[src/rtl/rf_pkg.sv]
// Shared register-file constants for the 16-bit MIPS datapath.
// CPU, forwarding unit and benches import these so defaults stay in one place.
package rf_pkg;
    localparam int RF_WIDTH = 16;
    localparam int RF_NREGS = 4;
    localparam int ZERO_REG = 0;
endpackage

[src/rtl/rf_word.sv]
// One architectural register: WIDTH-bit storage with write enable and sync reset.
module rf_word #(
    parameter int WIDTH = 16
) (
    input  logic             clk,
    input  logic             reset,
    input  logic             en,
    input  logic [WIDTH-1:0] d,
    output logic [WIDTH-1:0] q
);
    always_ff @(posedge clk) begin
        if (reset)
            q <= '0;
        else if (en)
            q <= d;
    end
endmodule

[src/rtl/reg_file_sb.sv]
// Register file with writeback-to-read bypass and a per-register pending-write
// scoreboard that decode uses to stall on RAW hazards.
module reg_file_sb
    import rf_pkg::*;
#(
    parameter  int WIDTH  = RF_WIDTH,
    parameter  int NREGS  = RF_NREGS,
    localparam int ADDR_W = $clog2(NREGS)
) (
    input  logic              clk,
    input  logic              reset,
    input  logic [ADDR_W-1:0] rr1,
    input  logic [ADDR_W-1:0] rr2,
    output logic [WIDTH-1:0]  rd1,
    output logic [WIDTH-1:0]  rd2,
    output logic              busy1,
    output logic              busy2,
    input  logic              regwrite,
    input  logic [ADDR_W-1:0] wr,
    input  logic [WIDTH-1:0]  wd,
    input  logic              issue_valid,
    input  logic [ADDR_W-1:0] issue_rd,
    output logic              issue_ready
);
    localparam logic [ADDR_W-1:0] ZR = ADDR_W'(ZERO_REG);

    logic [NREGS-1:0][WIDTH-1:0] regs;
    logic [NREGS-1:0]            pending;
    logic [NREGS-1:0]            pend_nxt;
    logic                        hit1, hit2, hit_iss;

    assign regs[0] = '0;

    for (genvar i = 1; i < NREGS; i++) begin : g_word
        rf_word #(.WIDTH(WIDTH)) u_word (
            .clk   (clk),
            .reset (reset),
            .en    (regwrite && wr == ADDR_W'(i)),
            .d     (wd),
            .q     (regs[i])
        );
    end

    // Same-cycle writeback satisfies a read and retires its pending bit.
    assign hit1    = regwrite && wr == rr1;
    assign hit2    = regwrite && wr == rr2;
    assign hit_iss = regwrite && wr == issue_rd;

    assign rd1 = (rr1 == ZR) ? '0 : (hit1 ? wd : regs[rr1]);
    assign rd2 = (rr2 == ZR) ? '0 : (hit2 ? wd : regs[rr2]);

    assign busy1 = (rr1 != ZR) && pending[rr1] && !hit1;
    assign busy2 = (rr2 != ZR) && pending[rr2] && !hit2;

    // Kept free of issue_valid so decode can gate issue on it without a loop.
    assign issue_ready = (issue_rd == ZR) || !pending[issue_rd] || hit_iss;

    always_comb begin
        pend_nxt = '0;
        for (int i = 1; i < NREGS; i++) begin
            // Set beats clear so a back-to-back writer keeps the register pending.
            pend_nxt[i] = (issue_valid && issue_ready && issue_rd == ADDR_W'(i))
                        | (pending[i] & ~(regwrite && wr == ADDR_W'(i)));
        end
    end

    always_ff @(posedge clk) begin
        if (reset)
            pending <= '0;
        else
            pending <= pend_nxt;
    end
endmodule

[config.mk]
export PLATFORM = sky130hd
export DESIGN_NAME = reg_file_sb
export DESIGN_NICKNAME = d
export VERILOG_FILES = /design/src/rtl/rf_pkg.sv /design/src/rtl/rf_word.sv /design/src/rtl/reg_file_sb.sv
export SDC_FILE = /design/constraint.sdc
export NUM_CORES = 1
export LEC_CHECK = 0
export BUFFER_PORTS_ARGS = -buffer_cell sky130_fd_sc_hd__buf_4
export CELL_PAD_IN_SITES_DETAIL_PLACEMENT = 0
export CELL_PAD_IN_SITES_GLOBAL_PLACEMENT = 1
export CORE_ASPECT_RATIO = 0.5
export CORE_MARGIN = 4
export CORE_UTILIZATION = 45
export DETAILED_ROUTE_END_ITERATION = 10
export PLACE_DENSITY = 0.92
export REMOVE_ABC_BUFFERS = 1
export SLEW_MARGIN = 40
export SYNTH_ARGS = -nofsm -noshare
export SYNTH_HDL_FRONTEND = slang
export SYNTH_HIERARCHICAL = 1
export SYNTH_SLANG_ARGS = --single-unit
[constraint.sdc]
create_clock -name clk -period 4.02 [get_ports clk]
set_input_delay 1.206 -clock clk [delete_from_list [all_inputs] [get_ports clk]]
set_output_delay 1.206 -clock clk [all_outputs]
set_load 0.05 [all_outputs]
==> metrics.txt <==
hold-fix buffers at CTS 0; initial antenna violation count 0; Min Clock Period, post-route 3.956 ns; total power 1.346 mW; post-synthesis mux area share 0.2706; f_max 0.2528 GHz; Setup Skew 0 ns; Post-synth ARST share 0; Core Footprint 6356 sq um; XOR/XNOR Fraction of Synth Area 0.01623; main combinational cell family by area after synthesis multiplexers; FP Rows 20; Overflow after GRT 0; PnR worst setup slack 0.06409 ns; largest area contributor in the netlist dfxtp_1; Detailed Route WL 9.020 mm; Initial Util 0.4852; CTS Sinks 51; Syn Inst Count 328; TNS Setup 0 ns; vias in the first global route 2,840; Num CTS Buffers 5; Total GRT Usage 0.2099; drt pass-1 iters 6; Final HPWL DP 6.086 mm; DRC violation count after routing 0; Buffers on Ports 62; Synthesis Warnings 6; startpoint types input pin; top_reg_cell synth dfxtp_1; final setup violation count 0; Routed Antenna Nets 0; Final nets 406; share of the synthesized area in the top cell type 0.3310; maximum VDD drop 0.1871 mV; routed len/inst 19.31 um; Pins Over Slew Limit 0; measured slew at the worst slew-check pin 0.8573 ns; Unique masters post-synth 30; status completed; crit path max fanout 17; Synth Area in Compound Gates 0.1826; Post-synth EDFFs 0; Hold Path Class reg -> reg; CTS tree done; Post-Syn Area 3084 sq um; CTS clock-pin slew for the worst setup and hold paths 0.07 ns; Slew headroom 0.4279; Placement Cell Area 3546 sq um; clock root cell clkbuf_16; routed vias/inst 6.143; P per Cell Area 363.9 nW/um^2; Seq/Total Area, Yosys 0.3310; Final Cell Area 3699 sq um; H-tree levels 2; DIE WIDTH 125.1 um; Critical Setup Path Class in -> out; Simple-Gate Fraction of Synth Area 0.1172; CP Data Arrival Time 2.75 ns; post-place setup slack 0.08118 ns; required time of the critical path 2.81 ns; Worst-Skew Late Latency 0.29 ns; most frequent cell after synthesis mux2i_1; I/O pin cnt 63; Seq cells post-synth 51; syn avg cell area 9.403 sq um; Synth area leaders dfxtp_1, mux2i_1, a222oi_1; die area 8323 sq um; critical path capture point type output pin; share of cells above drive strength 1 0.2454; Hold Vio Cnt, Final 0; DR iter-0 viols 361; max cap viols 0; Placer Congestion 0.8091; Die Ht 66.54 um; Fillers 563; first-pass GRT wire length 14.21 mm; largest net degree at the start of global routing 52; Leakage 1.484 nW; RSZ-0062 raised after global routing no; synth-to-layout area growth 19.92%; Synth Area in Adders 0; vias post-DR 2,869; fin crit share 0.9841; CTS max path bufs 2; commonest cells in the netlist mux2i_1, dfxtp_1, nor2_1; diode count 0
## area by class of cell
type	instances	area (sq um)	area share
multi-input combinational	241	1817	0.4912
tap	88	110.1	0.02977
timing repair buffer	75	588.1	0.1590
clock inverter	3	22.52	0.006089
clock buffer	5	125.1	0.03383
inverter	4	15.01	0.004060
sequential	51	1021	0.2760
## cells in the final DEF, fill, tap and decap left out, types with 2 or more instances in the layout
cell	n
a222oi_1	32
a22oi_1	3
buf_12	2
buf_4	73
clkbuf_16	5
clkinv_1	2
dfxtp_1	51
mux2_2	3
mux2i_1	80
nand2_1	3
nand3_1	5
nand3b_1	2
nor2_1	50
nor2_2	2
nor2b_1	17
o21ai_0	30
o21ai_1	3
xor2_1	2
xor2_2	2
## per-layer routing
| metal | vias up | share of wire | track usage |
|---|---|---|---|
| met2 | 118 | 0.48 | 0.3844 |
| met1 | 1416 | 0.44 | 0.2643 |
| li1 | 1327 | - | - |
| met5 | - | 0 | 0 |
| met3 | 8 | 0.071 | 0.03283 |
| met4 | 0 | 0.0072 | 0.04730 |
## per-stage QoR
step	util	hold WS [ns]	cells
5_1_grt	0.5819	0.5399	467
3_5_place_dp	0.5579	0.4993	459
3_3_place_gp	0.5579	0.4879	459
4_1_cts	0.5811	0.5182	467
2_1_floorplan	-	0.4619	296
6_report	0.5819	0.5146	467
## worst paths after layout
kind	start	endpoint	slack, ns	depth (start not counted)
max	wr[1]	rd1[0]	0.06	5
min	g_word[2].u_word/q[4]	g_word[2].u_word/q[4]	0.51	2
max reg2reg	pending[2]	pending[2]	3.31	2
min reg2reg	g_word[2].u_word/q[4]	g_word[2].u_word/q[4]	0.51	2
## power by group
group | total [mW] | internal, mW | switching [mW]
Clock | 0.428 | 0.233 | 0.194
Sequential | 0.537 | 0.523 | 0.0136
Combinational | 0.382 | 0.130 | 0.251
Total | 1.35 | 0.886 | 0.459
## logic make-up after synthesis
family / Yosys count
mux: 83
simple gates: 80
buf+inv: 36
flops: 51
xor+xnor: 4
compound gates: 74
## critical path, stage by stage
cell and delay, ns:
buf_4 0.16, xor2_2 0.16, nor2_2 0.68, a222oi_1 0.29, buf_4 0.25
## sequential cells by signal (all words and copies together) (netlist names)
register         count
pending              3
g_word.u_word/q     48
## repair_timing
| item | in CTS | in global routing |
|---|---|---|
| setup endpoints to repair | 0 | 2 |
| gates resized for setup | 0 | 1 |
| buffers inserted | 0 | 0 |
Power figures use the tool's default switching activity.
